**src/rtl/expr_regr_pkg.sv**
```systemverilog
// Shared types and constants for the expression-regression result checker.
//   state_t     : control states of the result MISR
//   MISR_POLY   : default MISR feedback polynomial
//   MISR_SEED   : default signature seed
//   fold_chunks : padded width when folding a data_w vector into sig_w chunks
package expr_regr_pkg;

  typedef enum logic [1:0] {
    IDLE = 2'd0,
    RUN  = 2'd1,
    DONE = 2'd2
  } state_t;

  localparam logic [31:0] MISR_POLY = 32'h04C11DB7;
  localparam logic [31:0] MISR_SEED = 32'hFFFFFFFF;

  // Round data_w up to a whole number of sig_w chunks.
  function automatic int unsigned fold_chunks(input int unsigned data_w,
                                              input int unsigned sig_w);
    return ((data_w + sig_w - 1) / sig_w) * sig_w;
  endfunction

endpackage

```
**src/rtl/expr_fold_xor.sv**
```systemverilog
// Folds a DATA_W result vector into SIG_W bits by XOR-ing its zero-padded
// SIG_W-bit chunks. Purely combinational.
// Ports:
//   data     in  DATA_W  result vector
//   folded_c out SIG_W   XOR of all chunks
module expr_fold_xor
  import expr_regr_pkg::*;
#(
  parameter int unsigned DATA_W = 90,
  parameter int unsigned SIG_W  = 32
) (
  input  logic [DATA_W-1:0] data,
  output logic [SIG_W-1:0]  folded_c
);

  localparam int unsigned PAD_W = fold_chunks(DATA_W, SIG_W);
  localparam int unsigned NCH   = PAD_W / SIG_W;

  logic [PAD_W-1:0] padded;

  assign padded = PAD_W'(data);

  // XOR reduction across chunks
  always_comb begin
    folded_c = '0;
    for (int unsigned i = 0; i < NCH; i++) begin
      folded_c = folded_c ^ padded[i*SIG_W +: SIG_W];
    end
  end

endmodule

```
**src/rtl/expr_result_misr.sv**
```systemverilog
// Consumes a counted stream of expression results over valid/ready,
// compresses them into a MISR signature and compares it against an
// expected signature at the end of the run.
// Ports:
//   clk, reset    clock, synchronous active-high reset
//   start         begin a run (IDLE only), vec_count sampled with it
//   exp_sig       expected signature, sampled in the DONE cycle
//   in_valid/in_data/in_ready  result vector handshake
//   busy          run in progress (RUN or DONE)
//   done          one-cycle end-of-run pulse
//   pass          last run's signature matched, held until next start
//   sig_out       current signature register
module expr_result_misr
  import expr_regr_pkg::*;
#(
  parameter int unsigned       DATA_W = 90,
  parameter int unsigned       SIG_W  = 32,
  parameter logic [SIG_W-1:0]  POLY   = SIG_W'(MISR_POLY),
  parameter logic [SIG_W-1:0]  SEED   = SIG_W'(MISR_SEED),
  parameter int unsigned       CNT_W  = 16
) (
  input  logic              clk,
  input  logic              reset,
  input  logic              start,
  input  logic [CNT_W-1:0]  vec_count,
  input  logic [SIG_W-1:0]  exp_sig,
  input  logic              in_valid,
  input  logic [DATA_W-1:0] in_data,
  output logic              in_ready,
  output logic              busy,
  output logic              done,
  output logic              pass,
  output logic [SIG_W-1:0]  sig_out
);

  state_t             state, state_nxt;
  logic [SIG_W-1:0]   sig, sig_nxt;
  logic [CNT_W-1:0]   remaining, remaining_nxt;
  logic               pass_r, pass_nxt;
  logic [SIG_W-1:0]   folded;
  logic [SIG_W-1:0]   misr_step;

  expr_fold_xor #(
    .DATA_W (DATA_W),
    .SIG_W  (SIG_W)
  ) u_fold (
    .data     (in_data),
    .folded_c (folded)
  );

  // Galois-style shift with polynomial feedback, then inject folded data
  assign misr_step = {sig[SIG_W-2:0], 1'b0}
                   ^ (sig[SIG_W-1] ? POLY : '0)
                   ^ folded;

  // Handshake and status are direct decodes of the state register
  assign in_ready = (state == RUN);
  assign busy     = (state != IDLE);
  assign done     = (state == DONE);
  assign pass     = pass_r;
  assign sig_out  = sig;

  // State and datapath registers
  always_ff @(posedge clk) begin
    if (reset) begin
      state     <= IDLE;
      sig       <= SEED;
      remaining <= '0;
      pass_r    <= 1'b0;
    end else begin
      state     <= state_nxt;
      sig       <= sig_nxt;
      remaining <= remaining_nxt;
      pass_r    <= pass_nxt;
    end
  end

  // Next-state and datapath updates
  always_comb begin
    state_nxt     = state;
    sig_nxt       = sig;
    remaining_nxt = remaining;
    pass_nxt      = pass_r;
    unique case (state)
      IDLE: begin
        if (start) begin
          sig_nxt       = SEED;
          remaining_nxt = vec_count;
          pass_nxt      = 1'b0;
          state_nxt     = (vec_count != '0) ? RUN : DONE;
        end
      end
      RUN: begin
        // in_ready is high throughout RUN, so valid alone means transfer
        if (in_valid) begin
          sig_nxt       = misr_step;
          remaining_nxt = remaining - CNT_W'(1);
          if (remaining == CNT_W'(1)) begin
            state_nxt = DONE;
          end
        end
      end
      DONE: begin
        pass_nxt  = (sig == exp_sig);
        state_nxt = IDLE;
      end
      default: begin
        state_nxt = IDLE;
      end
    endcase
  end

endmodule

```
**config.mk**
```make
export PLATFORM = sky130hd
export DESIGN_NAME = expr_result_misr
export DESIGN_NICKNAME = d
export VERILOG_FILES = /design/src/rtl/expr_regr_pkg.sv /design/src/rtl/expr_fold_xor.sv /design/src/rtl/expr_result_misr.sv
export SDC_FILE = /design/constraint.sdc
export NUM_CORES = 1
export LEC_CHECK = 0
export ABC_AREA = 0
export CAP_MARGIN = 20
export CORE_UTILIZATION = 41
export CTS_BUF_LIST = sky130_fd_sc_hd__clkbuf_16
export CTS_CLUSTER_SIZE = 10
export DETAILED_ROUTE_END_ITERATION = 8
export GPL_TIMING_DRIVEN = 0
export PLACE_DENSITY = 0.81
export REMOVE_ABC_BUFFERS = 1
export SYNTH_ARGS = -nofsm -noshare
export SYNTH_HDL_FRONTEND = slang
export SYNTH_SLANG_ARGS = --single-unit
export TNS_END_PERCENT = 1
```
**constraint.sdc**
```tcl
create_clock -name clk -period 2.3 [get_ports clk]
set_input_delay 0.69 -clock clk [delete_from_list [all_inputs] [get_ports clk]]
set_output_delay 0.69 -clock clk [all_outputs]
set_load 0.05 [all_outputs]
```
## Yosys cells after proc, flatten, opt, wreduce, memory -nomap -nowiden

Index checks and enable logic that the tools add are counted.

- Add/subtract/negate cells: 1
- Mux-type cells: 14
- Bitwise gates (word level): 4
- Equal/unequal tests: 7
- Reductions and logical operators: 8

Operator list:

| kind | number |
|---|---|
| $mux 32 | 2 |
| $pmux 32 s2 | 1 |
| $xor 32x32->32 | 2 |
| $eq 32x32->1 | 1 |
| $mux 16 | 2 |
| $pmux 16 s2 | 1 |
| $xor 32x26->32 | 1 |
| $xor 32x27->32 | 1 |
| $mux 27 | 1 |
| $eq 16x1->1 const B | 1 |
| $reduce_bool 16->1 | 1 |
| $sub 16x1->16 const B | 1 |
| $mux 2 | 4 |
| $reduce_and 3->1 | 2 |
| $reduce_bool 2->1 | 3 |
| $ne 2x2->1 const B | 2 |
| $pmux 2 s2 | 1 |
| $eq 2x1->1 const B | 1 |
| $eq 2x2->1 const B | 1 |
| $logic_not 2->1 | 1 |
| $ne 2x1->1 const B | 1 |
| $pmux 1 s2 | 1 |
| $reduce_and 2->1 | 1 |
| $mux 1 | 1 |

- Bits of input ports: 142
- Output and inout port bits: 36
- Bits in registers: 51

## Depth between registers and ports, before layout

Gate-level depths: netlist of the first run.

- Depth in word-level cells: 5
- Gate-level depth with buffers: 8

## Cells and area by module

A second synthesis of the first run with hierarchy kept.

- Cell total of the unflattened synthesis: 406
- Area, all modules: 3762.4 um^2

By module, submodules not included:

| module | area an instance (um^2) | cells an instance | times used |
|---|---|---|---|
| expr_result_misr | 3091.7 | 374 | 1 |
| expr_fold_xor | 670.6 | 32 | 1 |

## Worst setup path after synthesis of the first run

No wires, ideal clock.

- Path kind: register to register
- From: register sig[31] (netlist: sig_out[31])
- To: register sig[11] (netlist: sig_out[11])
- Setup slack: 0.234 ns
- Arrival time: 1.946 ns
- Cell stages (with the launch flop): 8
- Library setup time: 0.120 ns
- Period minus slack after synthesis: 2.066 ns
- Cells stage by stage: dfxtp_1 buf_2 buf_2 xor2_1 xnor2_1 xnor2_1 a21oi_1 a211o_1

- Longest elaborated chain between the ends: 5

Ends and longest elaborated chain:

| element | line | source |
|---|---|---|
| from (decl) | expr_result_misr.sv:37 | `logic [SIG_W-1:0] sig, sig_nxt;` |
| from (signal assigned) | expr_result_misr.sv:72 | `sig <= sig_nxt;` |
| $mux 27 | expr_result_misr.sv:53 | `^ (sig[SIG_W-1] ? POLY : '0)` |
| $xor 32x27->32 | expr_result_misr.sv:53 |  |
| $xor 32x32->32 | expr_result_misr.sv:54 | `^ folded;` |
| $mux 32 | expr_result_misr.sv:95 | `if (in_valid) begin` |
| $pmux 32 s2 | expr_result_misr.sv:84 | `unique case (state)` |

Every way passes these cells. The select of a mux whose other input is x is not followed.
A chain may end at the register's enable or synchronous reset.

## Worst setup path in the final report of the first run

- From: register state[1]
- To: output in_ready

- Longest elaborated chain between the ends: 1

Ends and longest elaborated chain:

| element | line | source |
|---|---|---|
| from (decl) | expr_result_misr.sv:36 | `state_t state, state_nxt;` |
| from (signal assigned) | expr_result_misr.sv:71 | `state <= state_nxt;` |
| $eq 2x1->1 | expr_result_misr.sv:57 | `assign in_ready = (state == RUN);` |
| to (decl) | expr_result_misr.sv:29 | `output logic in_ready,` |

Every way passes these cells.

==> flow_summary_export.csv, run 1 <==
group,metric,value,unit
status,status,"completed",
clock_tree,clock_tree.root_cell,"clkbuf_16",
power,seqPwrFrac,35.3,%
yosys,seq_area_frac_synth,28.05,%
placement,port_buffers,177,
floorplanning,die_area,9258,µm²
worst_setup_path,rrSetupSlack,0.19,ns
global_route,grt_overflow,0,
sta,fmax,436.5,MHz
yosys,yosysTopAreaCellShare,28.05,%
yosys,yosysTopAreaCell,"dfxtp_1",
clock_tree,postCtsHoldBufs,0,
placement,pre_cts_ws,-1.200,ns
yosys,synthDistinctLibCells,51,
floorplanning,ios,178,
global_route,grt_pass1_wl,17.65,mm
yosys,synth_edf_count,0,
routing,ant_nets,0,
global_route,grt_max_degree,53,
floorplanning,core_area,8678,µm²
worst_setup_path,crit_type,"reg2out",
sta,min_period,2.291,ns
yosys,yosys_register_bits,51,
cells_and_area,mostFrequentLayoutCell,"clkdlybuf4s50_1",
sta,worst_slack,0.009157,ns
yosys,syn_area_per_cell,8.406,µm²
power,p_int,2.023,mW
min_path,whs_path_depth,2,
floorplanning,initial_utilization,41.94,%
power,pwr-share-clk,22.5,%
global_route,grt_pass1_vias,3655,
yosys,ys.flop_type,"dfxtp_1",
worst_setup_path,r2r_cells,7,
worst_setup_path,cp_max_fo,26,
placement,place_area,5448,µm²
power,vdd_drop_max,0.3069,mV
yosys,synth-async-reset-ratio,0,%
worst_setup_path,critPathLaunchType,"flip-flop",
clock_tree,clock_sinks,51,
yosys,yosys-top-cells-area,"dfxtp_1 28%, xnor2_1 24%, xor2_1 7.2%, nand2b_1 4.6%, o22ai_1 3.8%",
clock_tree,clock_latency,0.29,ns
routing,drt_iter0_drc,125,
sta,final_max_slew_viol_count,0,
routing,wl_per_cell,16.62,µm
clock_tree,cts_max_level,2,
global_route,grt_use_total,25.32,%
routing,drc,0,
floorplanning,die_height,96.22,µm
yosys,netlist_area,3640,µm²
yosys,netlist_instances,433,
sta,rsz0062_at_grt,"yes",
cells_and_area,area_growth,56.34,%
clock_tree,clk_pin_slew,0.06,ns
flow_run,max_cap_viol_count,0,
min_path,hold_path_class,"reg2reg",
floorplanning,die_w,96.22,µm
placement,dp.cells,693,
routing,drt-total-wl,11.72,mm
sta,post-route-period-util,99.60,%
cells_and_area,nets,742,
cells_and_area,drive_above_1_share,5.360,%
cells_and_area,mostFrequentLayoutCells,"164 x clkdlybuf4s50_1, 99 x xnor2_1, 48 x dfxtp_1, 30 x xor2_1",
sta,worstMarginPinSlew,0.9827,ns
worst_setup_path,crit_required,1.61,ns
sta,hold_violations,0,
floorplanning,rows,34,
sta,slew_headroom,34.42,%
worst_setup_path,endpoint_kind,"primary output",
power,design_power_total,3.105,mW
cells_and_area,final_cells,705,
power,power.switching,1.082,mW
cells_and_area,final_area,5690,µm²
clock_tree,clockBufferDepth,2,
clock_tree,cts_made_buffers,5,
power,p_leak,2.011,nW
clock_tree,cts_tree,"built",
sta,skew,0.006916,ns
global_route,antenna_found_initial,0,
worst_setup_path,arrival,1.60,ns
routing,vias,3819,
routing,drtPass1Iterations,4,
placement,dpl.hpwl,8.596,mm
routing,vias_per_cell,5.417,
yosys,yosysWarningCount,0,
sta,setup_violations,0,
power,share_comb_of_total_power,42.2,%
power,p_per_area,545.7,nW/µm²
cells_and_area,n_antenna_cell,0,
power,switching_share,34.84,%
placement,place_congestion,0.8464,
flip-flops by register name, summed over array words and instances (netlist names):
name,flops
remaining,16
pass,1
state,2
sig_out,32
power by group through the flow:
stage	combinational [mW]	sequential (mW)	clock, mW
floorplan	0.640	1.22	0
global placement	1.25	1.11	0
detailed placement	1.27	1.11	0
CTS	1.29	1.09	0.716
global route	1.41	1.11	0.741
finish	1.31	1.10	0.698
timing repair:
action,in CTS,in global routing
gates cloned,2,0
resized for setup,20,10
pin swaps,2,1
endpoints found under the setup margin,55,33
buffers inserted,0,4
path summary, 6_finish.rpt:
check	start	endpoint
setup / recovery	state[1]	in_ready
hold / removal	remaining[13]	remaining[13]
hold reg to reg	remaining[13]	remaining[13]
setup reg to reg	remaining[0]	remaining[10]
Yosys cell counts (all sizes together), types with 2 or more instances:
cell      n
nor3     14
or3       3
o2bb2ai   2
ha        2
clkbuf   19
nand4     7
nand3     3
nor2     23
a311o     2
a211oi    6
nor4     11
buf       6
a21oi    27
nor2b     4
a211o    12
xor2     30
nand2b   27
nand2     9
a31oi     3
o22ai    22
o21ai    15
or2       3
mux2i     2
dfxtp    51
or4       2
inv      12
xnor2    99
layer usage:
layer  GRT usage [%]  share of wire, %  vias to the layer above  routed length, µm
met1           28.66                39                     1783               4515
met4           10.95               2.4                        0                282
met2           46.28                52                      170               6074
li1                -                 -                     1845                  -
met3           4.265               7.2                       21                845
met5               0                 0                        -                  0
final cells by class:
class | instances | area (µm²)
Clock buffer | 5 | 125.1
Clock inverter | 1 | 3.754
Multi-Input combinational cell | 346 | 2519
Inverter | 13 | 53.80
Tap cell | 108 | 135.1
Timing Repair Buffer | 181 | 1827
Sequential cell | 51 | 1027
Fill cell | 737 | 2988
kinds of logic after synthesis:
family | Yosys count | share of synthesized area, %
xor+xnor | 129 | 31.04
simple gates | 111 | 17.43
compound gates | 100 | 18.12
flops | 51 | 28.05
buf+inv | 38 | 4.125
mux | 2 | 0.5500
fa+ha+maj | 2 | 0.6874
stage by stage:
| step | TNS, ns | utilization (%) | hold slack, ns |
|---|---|---|---|
| 3_3_place_gp | -86.62 | 62.75 | 0.4451 |
| 6_report | 0 | 65.57 | 0.4648 |
| 4_1_cts | -0.1878 | 64.76 | 0.4632 |
| 2_1_floorplan | -17.81 | - | 0.4350 |
| 3_5_place_dp | -34.27 | 62.77 | 0.4539 |
| 5_1_grt | -0.1358 | 65.57 | 0.4821 |
worst max-delay path, cell delays in order, from the launching register on:
cell	delay (ns)
dfxtp_2	0.49
nand2b_4	0.28
clkinv_4	0.24
buf_2	0.29
Power figures use the tool's default switching activity.
==> run 2: changes to the inputs <==
- CORE_UTILIZATION: 41 -> 38
- PLACE_DENSITY: 0.81 -> 0.76
- TNS_END_PERCENT: 1 -> 10
==> flow_summary_export.csv, run 2 (same netlist as run 1, synthesis figures left out) <==
group,metric,value,unit
status,status,"completed",
floorplanning,rows,35,
worst_setup_path,cpPeakStageDelay,0.88,ns
sta,setup_violations,0,
sta,skew,0.007842,ns
sta,worst_slack,0.02816,ns
clock_tree,cts_tree,"built",
routing,drt_iter0_drc,108,
cells_and_area,largest_reg_flops,32,
cells_and_area,area_growth,58.13,%
clock_tree,clk_pin_slew,0.07,ns
worst_setup_path,r2r_cells,7,
worst_setup_path,cp_max_fo,4,
floorplanning,die_w,99.87,µm
clock_tree,clockBufferDepth,2,
flow_run,max_cap_viol_count,0,
sta,final_max_slew_viol_count,0,
clock_tree,clock_tree.root_cell,"clkbuf_16",
placement,pre_cts_ws,-1.207,ns
placement,dpl.hpwl,8.780,mm
routing,vias_per_cell,5.244,
worst_setup_path,slowest_stage,"clkdlybuf4s50_1",
global_route,grt_overflow,0,
worst_setup_path,r2r_end,"remaining[8]",
worst_setup_path,endpoint_kind,"primary output",
floorplanning,die_area,9974,µm²
worst_setup_path,path_delay_family,"buffers and inverters",
clock_tree,cts_max_level,2,
power,vdd_drop_max,0.3374,mV
worst_setup_path,crit_end,"sig_out[12]",
cells_and_area,final_cells,726,
power,design_power_total,3.364,mW
worst_setup_path,path_buf_inv,1,
worst_setup_path,crit_chain,"clkdlybuf4s50_1",
global_route,grt_use_total,24.25,%
floorplanning,core_area,9240,µm²
worst_setup_path,critical_path_depth,1,
global_route,grt_pass1_wl,18.84,mm
routing,drt-total-wl,12.12,mm
floorplanning,die_height,99.87,µm
cells_and_area,n_antenna_cell,0,
routing,drc,0,
routing,drtPass1Iterations,5,
worst_setup_path,critPathLaunchType,"flip-flop",
global_route,grt_pass1_vias,3871,
placement,dp.cells,714,
sta,rsz0062_at_grt,"no",
clock_tree,clock_latency,0.29,ns
clock_tree,cts_made_buffers,5,
global_route,grt_max_degree,53,
sta,worstMarginPinSlew,0.9476,ns
sta,hold_violations,0,
floorplanning,initial_utilization,39.39,%
power,p_leak,2.035,nW
placement,port_buffers,177,
routing,ant_nets,0,
global_route,antenna_found_initial,0,
placement,place_congestion,0.8404,
clock_tree,postCtsHoldBufs,0,
worst_setup_path,r2r_start,"remaining[1]",
sta,slew_headroom,36.76,%
power,p_per_area,584.5,nW/µm²
sta,post-route-period-util,98.78,%
floorplanning,ios,178,
routing,vias,3807,
cells_and_area,mostFrequentLayoutCells,"158 x clkdlybuf4s50_1, 99 x xnor2_1, 48 x dfxtp_1, 30 x xor2_1",
worst_setup_path,crit_type,"reg2out",
cells_and_area,mostFrequentLayoutCell,"clkdlybuf4s50_1",
routing,wl_per_cell,16.70,µm
min_path,hold_path_class,"reg2reg",
worst_setup_path,cp-startpoint,"sig_out[12]",
worst_setup_path,arrival,1.58,ns
worst_setup_path,rrSetupSlack,0.21,ns
clock_tree,clock_sinks,51,
cells_and_area,drive_above_1_share,5.360,%
sta,fmax,440.2,MHz
cells_and_area,utilization,62.29,%
cells_and_area,nets,740,
sta,min_period,2.272,ns
worst_setup_path,crit_required,1.61,ns
sta,setup_tns,0,ns
[run 2: per-stage QoR]
stage / cell area, µm² / hold WS, ns
floorplan: 3538 / 0.4350
global placement: 5472 / 0.4466
detailed placement: 5474 / 0.4540
CTS: 5704 / 0.4627
global route: 5756 / 0.4896
finish: 5756 / 0.4571
[run 2: timing repair]
| item | 4_1_cts | 5_1_grt |
|---|---|---|
| pin swaps | 2 | 0 |
| resized for setup | 14 | 21 |
| buffers inserted | 2 | 0 |
| setup endpoints to repair | 53 | 65 |
| cloned | 2 | 0 |
[run 2: how the worst min path moves through the flow]
stage | cells after the start | start | to
final | 2 | remaining[13] | remaining[13]
after global routing | 2 | remaining[13] | remaining[13]
after CTS | 2 | remaining[13] | remaining[13]
after detailed placement | 2 | remaining[13] | remaining[13]
after global placement | 2 | remaining[13] | remaining[13]
after floorplan | 2 | remaining[13] | remaining[13]
[run 2: cell type report]
class                      instances  area, µm²
clock inverter                     3      63.81
timing repair buffer             179       1808
multi-input combinational        346       2514
inverter                          13      53.80
tap                              129      161.4
fill                             779       3485
sequential                        51       1030
clock buffer                       5      125.1
[run 2: layer usage]
layer,routed length (µm),track usage [%],vias to the layer above
li1,-,-,1838
met1,4705,27.17,1740
met2,6171,45.41,209
met3,1003,5.292,20
met4,241,7.579,0
met5,0,0,-
[run 2: worst reg2reg max path: stages, from the launching register on]
cell and delay [ns]:
dfxtp_1 0.32, inv_1 0.10, ha_1 0.20, or3b_1 0.45, nor4b_1 0.48, xor2_1 0.12, o221ai_1 0.16, a21oi_1 0.09
[run 2: power by group]
group	switching, mW	total (mW)	internal, mW	leakage, nW
sequential	0.132	1.09	0.962	0.421
clock	0.343	0.963	0.620	0.0952
combinational	0.648	1.31	0.659	1.52
==> run 3: changes to the inputs <==
- CORE_UTILIZATION: 38 -> 40
- GPL_ROUTABILITY_DRIVEN: default -> 0
- PLACE_DENSITY: 0.76 -> 0.79
==> flow_summary_export.csv, run 3 (same netlist as run 1, synthesis figures left out) <==
group,metric,value,unit
status,status,"completed",
power,vdd_drop_max,0.2941,mV
clock_tree,postCtsHoldBufs,0,
floorplanning,ios,178,
placement,port_buffers,177,
routing,drt_iter0_drc,112,
placement,dpl.hpwl,8.617,mm
routing,drc,0,
cells_and_area,area_growth,55.83,%
routing,drtPass1Iterations,4,
global_route,antenna_found_initial,0,
flow_run,max_cap_viol_count,0,
cells_and_area,multi_input_area,2527,µm²
clock_tree,clockBufferDepth,2,
worst_setup_path,slowest_stage,"clkdlybuf4s50_1",
placement,pre_cts_ws,-1.203,ns
worst_setup_path,crit_type,"reg2out",
sta,final_max_slew_viol_count,0,
global_route,grt_pass1_vias,3901,
sta,hold_violations,0,
cells_and_area,mostFrequentLayoutCell,"clkdlybuf4s50_1",
routing,vias,3776,
cells_and_area,nets,743,
sta,slew_headroom,38.23,%
cells_and_area,fill_cells,733,
worst_setup_path,endpoint_kind,"primary output",
worst_setup_path,arrival,1.58,ns
routing,vias_per_cell,5.341,
cells_and_area,drive_above_1_share,5.843,%
sta,rsz0062_at_grt,"yes",
worst_setup_path,crit_required,1.61,ns
sta,post-route-period-util,98.73,%
floorplanning,die_w,97.39,µm
worst_setup_path,crit_chain,"clkdlybuf4s50_1",
sta,skew,0.004364,ns
sta,setup_violations,0,
worst_setup_path,critPathLaunchType,"flip-flop",
floorplanning,initial_utilization,41.53,%
cells_and_area,final-seq-area,1030,µm²
worst_setup_path,path_delay_family,"buffers and inverters",
clock_tree,cts_tree,"built",
clock_tree,clock_latency,0.29,ns
floorplanning,die_height,97.39,µm
global_route,grt_max_degree,53,
sta,worst_slack,0.02920,ns
routing,wl_per_cell,16.99,µm
routing,ant_nets,0,
worst_setup_path,cp_max_fo,4,
cells_and_area,mostFrequentLayoutCells,"166 x clkdlybuf4s50_1, 99 x xnor2_1, 48 x dfxtp_1, 30 x xor2_1",
clock_tree,cts_max_level,2,
min_path,hold_path_class,"reg2reg",
worst_setup_path,cpPeakStageDelay,0.85,ns
sta,setup_tns,0,ns
clock_tree,cts_made_buffers,5,
global_route,grt_pass1_wl,18.77,mm
global_route,grt_overflow,0,
worst_setup_path,path_buf_inv,1,
sta,fmax,440.4,MHz
floorplanning,rows,34,
power,p_per_area,549.6,nW/µm²
floorplanning,core_area,8763,µm²
routing,drt-total-wl,12.01,mm
power,p_leak,1.987,nW
sta,hold_ws,0.4803,ns
clock_tree,clock_tree.root_cell,"clkbuf_16",
global_route,grt_use_total,24.61,%
cells_and_area,n_antenna_cell,0,
clock_tree,clk_pin_slew,0.06,ns
floorplanning,die_area,9485,µm²
sta,worstMarginPinSlew,0.9265,ns
sta,min_period,2.271,ns
clock_tree,clock_sinks,51,
cells_and_area,largest_reg_flops,32,
-- run 3: cell count changes in the layout (fill, tap and decap cells not counted), moves of 2 or more --
cell and change:
dlymetal6s2s_1 -10, clkdlybuf4s50_1 +8, buf_4 +2, bufinv_16 -2
-- run 3: report_power, final --
part	internal (mW)	switching (mW)	total [mW]
Clock	0.392	0.314	0.706
Sequential	0.963	0.132	1.09
Combinational	0.666	0.651	1.32
Total	2.02	1.10	3.12
-- run 3: through the flow --
step	power [mW]	util (%)	instances	area, µm²
floorplan	1.860	-	408	3538
global placement	2.358	62.14	693	5445
detailed placement	2.384	62.16	693	5448
CTS	3.120	64.53	706	5655
global route	3.261	64.72	707	5672
finish	3.117	64.72	707	5672
-- run 3: layer usage --
metal | track usage [%] | up-vias | part of all wire [%]
li1 | - | 1846 | -
met1 | 26.60 | 1764 | 39
met2 | 46.42 | 145 | 52
met3 | 5.971 | 21 | 6.6
met4 | 8.032 | 0 | 2.1
met5 | 0 | - | 0
-- run 3: worst paths after layout --
kind	slack, ns	from	depth (start not counted)	to
worst max-delay path	0.03	sig_out[18]	1	sig_out[18]
worst min-delay path	0.48	remaining[13]	2	remaining[13]
worst max register to register	0.25	remaining[0]	7	remaining[12]
worst min register to register	0.48	remaining[13]	2	remaining[13]
-- run 3: final cells by class --
class / instances / share of cell area (%)
clock inverter: 2 / 0.1544
multi-input combinational: 347 / 44.56
tap: 108 / 2.383
clock buffer: 5 / 2.206
timing repair buffer: 181 / 31.59
sequential: 51 / 18.16
inverter: 13 / 0.9486
-- run 3: worst reg2reg max path: cells and delay by family, from the launching register on --
family | cells | cell delay, ns
and+or+nand+nor | 3 | 1.05
DFF | 1 | 0.36
AOI/OAI and AO/OA | 2 | 0.28
adders and majority gates | 1 | 0.18
buffers and inverters | 1 | 0.10
-- run 3: what timing repair did --
item / in CTS / in global routing
endpoints found under the setup margin: 55 / 29
pin swaps: 2 / 1
hold endpoints to repair: 0 / 0
buffers inserted: 4 / 0
cloned: 2 / 1
gates resized for setup: 20 / 11
